**src/rtl/wb_pipe_reg.sv**
```systemverilog
// wb_pipe_reg: MEM->WB valid/ready pipeline register for the MIPS core.
// Holds one write-back beat, with stall, flush, $0 masking and a forwarding
// qualifier for the hazard unit.
// Build option: define PIPE_WB_SKID_EN to add a one-entry skid register.
// This gives a capacity of two beats, and in_ready then comes from a flop.
module wb_pipe_reg #(
  parameter int DATA_W = 32,
  parameter int REG_AW = 5,
  parameter int CTRL_W = 2
) (
  input  logic              clk,
  input  logic              reset,
  input  logic              flush,
  input  logic              in_valid,
  output logic              in_ready,
  input  logic [CTRL_W-1:0] in_ctrl,
  input  logic [DATA_W-1:0] in_mem_data,
  input  logic [DATA_W-1:0] in_alu_result,
  input  logic [REG_AW-1:0] in_wr_reg,
  output logic              out_valid,
  input  logic              out_ready,
  output logic [CTRL_W-1:0] out_ctrl,
  output logic [DATA_W-1:0] out_mem_data,
  output logic [DATA_W-1:0] out_alu_result,
  output logic [REG_AW-1:0] out_wr_reg,
  output logic [DATA_W-1:0] out_wb_data,
  output logic              fwd_valid
);

  // Write-back source select: load results come from memory, all else from the ALU
  function automatic logic [DATA_W-1:0] wb_select(
    input logic              mem_to_reg,
    input logic [DATA_W-1:0] mem_data,
    input logic [DATA_W-1:0] alu_result
  );
    return mem_to_reg ? mem_data : alu_result;
  endfunction

  logic              main_valid_r;
  logic [CTRL_W-1:0] main_ctrl_r;
  logic [DATA_W-1:0] main_mem_r;
  logic [DATA_W-1:0] main_alu_r;
  logic [REG_AW-1:0] main_reg_r;

  logic              xfer_in_s;
  logic              xfer_out_s;
  logic              main_load_s;
  logic              main_valid_nxt_s;
  logic [CTRL_W-1:0] main_ctrl_src_s;
  logic [DATA_W-1:0] main_mem_src_s;
  logic [DATA_W-1:0] main_alu_src_s;
  logic [REG_AW-1:0] main_reg_src_s;
  logic              reg_nonzero_s;
  logic [CTRL_W-1:0] out_ctrl_s;

`ifdef PIPE_WB_SKID_EN
  logic              skid_valid_r;
  logic [CTRL_W-1:0] skid_ctrl_r;
  logic [DATA_W-1:0] skid_mem_r;
  logic [DATA_W-1:0] skid_alu_r;
  logic [REG_AW-1:0] skid_reg_r;
  logic              in_ready_r;
  logic              skid_load_s;
  logic              skid_valid_nxt_s;
  logic              from_skid_s;

  assign in_ready = in_ready_r;
`else
  assign in_ready = ~main_valid_r | out_ready;
`endif

  assign xfer_in_s  = in_valid & in_ready;
  assign xfer_out_s = main_valid_r & out_ready;

  // Next-state for the main (and skid) entries; flush discards held and incoming beats
  always_comb begin
    main_load_s      = 1'b0;
    main_valid_nxt_s = main_valid_r;
`ifdef PIPE_WB_SKID_EN
    from_skid_s      = 1'b0;
    skid_load_s      = 1'b0;
    skid_valid_nxt_s = skid_valid_r;
`endif
    if (flush) begin
      main_valid_nxt_s = 1'b0;
`ifdef PIPE_WB_SKID_EN
      skid_valid_nxt_s = 1'b0;
`endif
    end else begin
`ifdef PIPE_WB_SKID_EN
      if (xfer_out_s) begin
        if (skid_valid_r) begin
          // The skid is full, so in_ready is low and no beat is arriving this cycle.
          main_load_s      = 1'b1;
          from_skid_s      = 1'b1;
          main_valid_nxt_s = 1'b1;
          skid_valid_nxt_s = 1'b0;
        end else if (xfer_in_s) begin
          main_load_s      = 1'b1;
          main_valid_nxt_s = 1'b1;
        end else begin
          main_valid_nxt_s = 1'b0;
        end
      end else if (xfer_in_s) begin
        if (main_valid_r) begin
          skid_load_s      = 1'b1;
          skid_valid_nxt_s = 1'b1;
        end else begin
          main_load_s      = 1'b1;
          main_valid_nxt_s = 1'b1;
        end
      end else begin
        main_valid_nxt_s = main_valid_r;
      end
`else
      if (xfer_in_s) begin
        main_load_s      = 1'b1;
        main_valid_nxt_s = 1'b1;
      end else if (xfer_out_s) begin
        main_valid_nxt_s = 1'b0;
      end else begin
        main_valid_nxt_s = main_valid_r;
      end
`endif
    end
  end

  // Choose where the main entry loads from: the skid entry drains ahead of new input
  always_comb begin
    main_ctrl_src_s = in_ctrl;
    main_mem_src_s  = in_mem_data;
    main_alu_src_s  = in_alu_result;
    main_reg_src_s  = in_wr_reg;
`ifdef PIPE_WB_SKID_EN
    if (from_skid_s) begin
      main_ctrl_src_s = skid_ctrl_r;
      main_mem_src_s  = skid_mem_r;
      main_alu_src_s  = skid_alu_r;
      main_reg_src_s  = skid_reg_r;
    end else begin
      main_ctrl_src_s = in_ctrl;
      main_mem_src_s  = in_mem_data;
      main_alu_src_s  = in_alu_result;
      main_reg_src_s  = in_wr_reg;
    end
`endif
  end

  // Main stage register; data fields persist after consumption, only valid drops
  always_ff @(posedge clk or negedge reset) begin
    if (!reset) begin
      main_valid_r <= 1'b0;
      main_ctrl_r  <= '0;
      main_mem_r   <= '0;
      main_alu_r   <= '0;
      main_reg_r   <= '0;
    end else begin
      main_valid_r <= main_valid_nxt_s;
      if (main_load_s) begin
        main_ctrl_r <= main_ctrl_src_s;
        main_mem_r  <= main_mem_src_s;
        main_alu_r  <= main_alu_src_s;
        main_reg_r  <= main_reg_src_s;
      end
    end
  end

`ifdef PIPE_WB_SKID_EN
  // Skid entry catches the beat that arrives while main is stalled; in_ready is its flopped inverse
  always_ff @(posedge clk or negedge reset) begin
    if (!reset) begin
      skid_valid_r <= 1'b0;
      skid_ctrl_r  <= '0;
      skid_mem_r   <= '0;
      skid_alu_r   <= '0;
      skid_reg_r   <= '0;
      in_ready_r   <= 1'b1;
    end else begin
      skid_valid_r <= skid_valid_nxt_s;
      in_ready_r   <= ~skid_valid_nxt_s;
      if (skid_load_s) begin
        skid_ctrl_r <= in_ctrl;
        skid_mem_r  <= in_mem_data;
        skid_alu_r  <= in_alu_result;
        skid_reg_r  <= in_wr_reg;
      end
    end
  end
`endif

  assign reg_nonzero_s = (main_reg_r != '0);

  // Mask control: an empty stage presents no control, and $0 is never written or forwarded
  always_comb begin
    out_ctrl_s = '0;
    if (main_valid_r) begin
      out_ctrl_s    = main_ctrl_r;
      out_ctrl_s[0] = main_ctrl_r[0] & reg_nonzero_s;
    end else begin
      out_ctrl_s = '0;
    end
  end

  assign out_valid      = main_valid_r;
  assign out_ctrl       = out_ctrl_s;
  assign out_mem_data   = main_mem_r;
  assign out_alu_result = main_alu_r;
  assign out_wr_reg     = main_reg_r;
  assign out_wb_data    = wb_select(main_ctrl_r[1], main_mem_r, main_alu_r);
  assign fwd_valid      = main_valid_r & out_ctrl_s[0];

endmodule

```
**config.mk**
```make
export PLATFORM = sky130hd
export DESIGN_NAME = wb_pipe_reg
export DESIGN_NICKNAME = d
export VERILOG_FILES = /design/src/rtl/wb_pipe_reg.sv
export SDC_FILE = /design/constraint.sdc
export NUM_CORES = 1
export LEC_CHECK = 0
export CAP_MARGIN = 40
export CORE_ASPECT_RATIO = 0.5
export CORE_MARGIN = 4
export CORE_UTILIZATION = 30
export CTS_CLUSTER_DIAMETER = 150
export DETAILED_ROUTE_END_ITERATION = 10
export GPL_ROUTABILITY_DRIVEN = 0
export PLACE_DENSITY = 0.73
export SYNTH_ARGS = -nofsm -noshare
export SYNTH_HDL_FRONTEND = slang
export SYNTH_SLANG_ARGS = --single-unit
```
**constraint.sdc**
```tcl
create_clock -name clk -period 1.92 [get_ports clk]
set_clock_uncertainty 0.05 [all_clocks]
set_input_delay 0.384 -clock clk [delete_from_list [all_inputs] [get_ports clk]]
set_output_delay 0.384 -clock clk [all_outputs]
set_load 0.03 [all_outputs]
```
==> flow_summary.ini, run 1 <==
[outcome]
status = finished, violations left
violations = setup timing

[drt]
postRouteAntennaNets = 0
drt_first_pass_iters = 4
wl_um = 10100
dr.first_iter.drc_count = 75
wire_per_inst_um = 18.4
vias_per_cell = 4.37
drc = 0
dr_total_vias = 2398

[yosys]
syn-mean-instance-area_um2 = 17.7
synth_top_cell_area_share_pct = 52.0
synth_fa_ha_area_share_pct = 0
synth_top_family_by_area = multiplexers
synth_area_leaders = dfrtp_1 52%, mux2_4 30%, mux2_2 11%
synthTopCellsByCount = 72 x dfrtp_1, 70 x mux2_4, 33 x mux2_2
ys.flop_type = dfrtp_1
synthCells = 196
yosysUniqueCellTypes = 15
synthArstFlopShare_pct = 100
post_synth_mux_area_share_pct = 41.1
yosysSeqAreaShare_pct = 52.0
ys_seq_elements = 72
synth-compound-area-share_pct = 0.325
synth_area_um2 = 3460
syn-num-nets = 272
synth-simple-area-share_pct = 1.37
synth.largest_area_cell = dfrtp_1
synth_most_common_cell = dfrtp_1
synth-edff-count = 0
yosys_warnings = 0
synth-xor-area-share_pct = 0

[placed_design]
portBuffers = 181
dpl.cell_count = 526
hpwl_um = 7370

[global_route]
grt_max_degree = 38
grt_use_total_pct = 14.7
grt_pass1_wl_um = 15400
grt_remaining_overflow = 0
antenna_found_initial = 0
grt_pass1_vias = 2581

[floorplanning]
row_count = 27
die_x_um = 160
dieArea_um2 = 13400
design.core.area_um2 = 11100
die_h_um = 84.0
initial_core_util_pct = 31.1
ios = 182

[timing]
finalSetupTns_ns = -1.15
layout_min_cycle_time_ns = 2.01
hold_viol = 0
fin_ws_ns = -0.0867
timing.hold.ws_ns = 0.488
max_freq_ghz = 0.498
rsz0062_at_grt = yes
final_max_slew_viol_count = 0
relSlewSlack_pct = 66.4
finalCritPeriodShare_pct = 105
setup_viol = 19
tightest_slew_ns = 0.503

[worst_setup_path]
cp.depth = 3
worst_path_max_delay_cell = dfrtp_2
max_stage_delay_ns = 0.40
cp-start-kind = register
cp_cell_sequence = or3_4, o311a_4, buf_6
regToRegSetupSlack_ns = 0.27
reg2regPathDepth = 5
crit_buf_inv = 1
critPathTopFamily = flip-flops
critPathMaxFanout = 2
worstSetupPathType = reg -> out
end_kind = primary output
worstPathRequired_ns = 1.49
worstPathArrival_ns = 1.57

[cts]
cts_buffers = 9
clock_latency_ns = 0.32
clock_sinks = 72
clkTransAtPathRegs_ns = 0.06
tritoncts = done
h-tree-depth = 3
root_buffer = clkbuf_16
cts_buffer_depth = 2

[pwr]
ir_worst_vdd_v = 0.000587
p_per_area_nw_per_um2 = 1160
leakagePower_nw = 2.76

[cells_and_area]
fill_cells = 904
final_cells = 549
nets = 475
drive_gt1_share_pct = 46.0
antennaDiodeCount = 0
area_growth_pct = 76.0

[worst_hold_path]
min_path_type = reg -> reg
hold_path_depth = 1

[job]
max-cap-violations = 0
-- worst reg2reg max path, cell delays in order, from the launching register on --
cell and delay, ns:
dfrtp_1 0.42, nor2b_4 0.16, nor3b_4 0.19, buf_4 0.21
buf_12 0.19, mux2_4 0.32
-- timing repair --
item / CTS / global route
pin swaps: 0 / 0
resized for setup: 195 / 60
endpoints found under the hold margin: 35 / 0
setup endpoints to repair: 34 / 30
buffers inserted: 2 / 1
hold buffers: 1 / 0
cloned: 2 / 1
-- path summary, 6_finish.rpt --
kind / from / end
worst max-delay path: out_wr_reg[3] / out_ctrl[0]
worst min-delay path: out_alu_result[29] / out_alu_result[29]
worst max register to register: out_valid / out_mem_data[16]
worst min register to register: out_alu_result[29] / out_alu_result[29]
max in group asynchronous: reset / out_alu_result[16]
min in group asynchronous: reset / out_mem_data[0]
-- report_power, final --
part           total [W]  internal, W  switching (W)
clock            0.00204      0.00140       0.000640
sequential       0.00202      0.00178       0.000242
combinational    0.00300      0.00157        0.00143
-- cell type report --
class                      count  area (um2)  share of cell area [%]
clock buffer                   9         225                    3.69
tap                          145         181                    2.98
timing repair buffer         205        2150                    35.3
multi-input combinational    110        1590                    26.0
sequential                    72        1800                    29.6
clock inverter                 7         144                    2.36
inverter                       1        3.75                  0.0616
-- through the flow --
stage / area [um2] / setup WS [ns] / power, W / util, %
after CTS: 5890 / -0.105 / 0.00691 / 52.8
after global routing: 6100 / -0.138 / 0.00734 / 54.7
after detailed placement: 5480 / -0.220 / 0.00481 / 49.1
after global placement: 5480 / -0.209 / 0.00479 / 49.1
after floorplan: 3470 / 0.0155 / 0.00359 / -
final: 6100 / -0.0867 / 0.00707 / 54.7
-- routing by layer --
layer	global-route usage [%]	vias to the layer above	share of wire (%)
li1	-	1106	-
met1	16.7	1238	40
met2	27.5	40	56
met3	3.90	14	2.5
met4	3.90	0	1.3
met5	0	-	0
-- cells in the final DEF (no fill, tap or decap), types with 3 or more instances in the layout --
cell type / instances
buf_2: 9
buf_6: 26
bufinv_16: 4
buf_12: 9
clkbuf_16: 10
dfrtp_1: 70
mux2_4: 92
buf_4: 13
clkdlybuf4s50_1: 140
mux2_2: 11
dlymetal6s2s_1: 3
-- cells by family after synthesis --
family / Yosys count
buf+inv: 14
flops: 72
simple gates: 6
mux: 103
compound gates: 1
Note: power is estimated with default switching activity, not from simulation.
==> run 2: changes to the inputs <==
--- a/config.mk
+++ b/config.mk
@@ -10,3 +10,3 @@
 export CORE_MARGIN = 4
-export CORE_UTILIZATION = 30
+export CORE_UTILIZATION = 40
 export CTS_CLUSTER_DIAMETER = 150
@@ -14,3 +14,3 @@
 export GPL_ROUTABILITY_DRIVEN = 0
-export PLACE_DENSITY = 0.73
+export PLACE_DENSITY = 0.9
 export SYNTH_ARGS = -nofsm -noshare
==> constraint.sdc (replaced) <==
create_clock -name clk -period 1.92 [get_ports clk]
set_clock_uncertainty 0.05 [all_clocks]
set_input_delay 0.192 -clock clk [delete_from_list [all_inputs] [get_ports clk]]
set_output_delay 0.192 -clock clk [all_outputs]
set_load 0.03 [all_outputs]
==> flow_summary.ini, run 2 (same netlist as run 1, synthesis figures left out) <==
[cells_and_area]
drive_gt1_share_pct = 40.4
final_common_cell = clkdlybuf4s50_1
antennaDiodeCount = 0
fill_cells = 564
nets = 465
area_growth_pct = 63.7
fin_area_um2 = 5670
final_cell_mix = 145 x clkdlybuf4s50_1, 71 x dfrtp_1, 70 x mux2_4, 33 x mux2_2, 18 x clkbuf_2

[worst_setup_path]
crit_buf_inv = 2
worstSetupPathType = reg -> out
worst_path_max_delay_cell = dfrtp_2
worstPathRequired_ns = 1.68
max_stage_delay_ns = 0.42
worstPathArrival_ns = 1.65
cp_cell_sequence = clkbuf_16, mux2_2, dlygate4sd2_1
critPathTopFamily = buffers and inverters
end_kind = primary output
critPathMaxFanout = 11
cp-start-kind = register

[timing]
max_freq_ghz = 0.529
finalSetupTns_ns = 0
hold_viol = 0
fin_ws_ns = 0.0309
finalCritPeriodShare_pct = 98.4
layout_min_cycle_time_ns = 1.89
setup_viol = 0
relSlewSlack_pct = 69.2
final_max_slew_viol_count = 0
rsz0062_at_grt = no
tightest_slew_ns = 0.461

[cts]
cts_buffers = 9
cts_buffer_depth = 2
h-tree-depth = 3
clkTransAtPathRegs_ns = 0.06
clock_sinks = 72
tritoncts = done
root_buffer = clkbuf_16
clock_latency_ns = 0.34

[outcome]
status = finished clean

[drt]
drc = 0
postRouteAntennaNets = 0
wl_um = 11000
vias_per_cell = 4.87
dr_total_vias = 2466
wire_per_inst_um = 21.8
dr.first_iter.drc_count = 138
drt_first_pass_iters = 4

[floorplanning]
die_h_um = 73.8
dieArea_um2 = 10300
row_count = 23
ios = 182
die_x_um = 140
initial_core_util_pct = 42.2
design.core.area_um2 = 8200

[worst_hold_path]
min_path_type = in -> async

[global_route]
antenna_found_initial = 0
grt_use_total_pct = 20.8
grt_pass1_vias = 2818
grt_max_degree = 44
grt_remaining_overflow = 0
grt_pass1_wl_um = 16200

[pwr]
ir_worst_vdd_v = 0.000492
p_per_area_nw_per_um2 = 1200
leakagePower_nw = 2.53

[placed_design]
placed_area_um2 = 5380
portBuffers = 181
hpwl_um = 7670
post-place-ws_ns = 0.00492

[job]
max-cap-violations = 0
==> run 2: stage by stage <==
step,hold slack [ns],cells,util (%),total power (W)
6_report,0.346,506,69.2,0.00678
3_5_place_dp,0.124,488,65.6,0.00482
4_1_cts,0.308,505,69.7,0.00682
5_1_grt,0.382,506,69.2,0.00701
3_3_place_gp,0.116,488,65.6,0.00475
2_1_floorplan,-0.154,196,-,0.00359
==> run 2: where the power goes <==
group          internal [W]  total [W]  leakage, nW  switching (W)
combinational       0.00127    0.00268         1.50        0.00141
sequential          0.00178    0.00202        0.847       0.000238
clock               0.00143    0.00209        0.182       0.000655
==> run 2: cell type report <==
type                       count  area [um2]  area share (%)
inverter                       1        3.75          0.0662
clock inverter                 6         130            2.29
sequential                    72        1800            31.8
tap                          112         140            2.47
multi-input combinational    110        1490            26.2
timing repair buffer         195        1870            33.0
clock buffer                  10         239            4.21
==> run 2: worst register-to-register path: stages, from the launching register on <==
cell and delay [ns]:
dfrtp_1 0.41, nor2b_4 0.16, nor3b_4 0.24, buf_12 0.35
mux2_2 0.39
==> run 2: final timing paths <==
check	start	endpoint	slack, ns	cells past startpoint
max	main_ctrl_r[1]	out_wb_data[27]	0.03	3
min	reset	out_alu_result[8]	0.35	2
max reg2reg	out_valid	out_mem_data[21]	0.20	4
min reg2reg	out_alu_result[20]	out_alu_result[20]	0.49	1
max in group asynchronous	reset	out_alu_result[22]	0.93	3
min in group clk	in_alu_result[23]	out_alu_result[23]	0.42	2
==> run 2: repair_timing <==
action	4_1_cts	5_1_grt
setup endpoints to repair	34	32
cloned	0	1
hold buffers	1	0
gates resized for setup	42	39
setup buffers	0	0
pin swaps	0	0
hold endpoints to repair	33	0
==> run 2: routing by layer <==
metal / vias up / global-route usage (%) / part of all wire [%]
li1: 1089 / - / -
met1: 1288 / 21.5 / 36
met2: 72 / 42.0 / 58
met3: 17 / 4.75 / 3.6
met4: 0 / 7.52 / 2.0
met5: - / 0 / 0
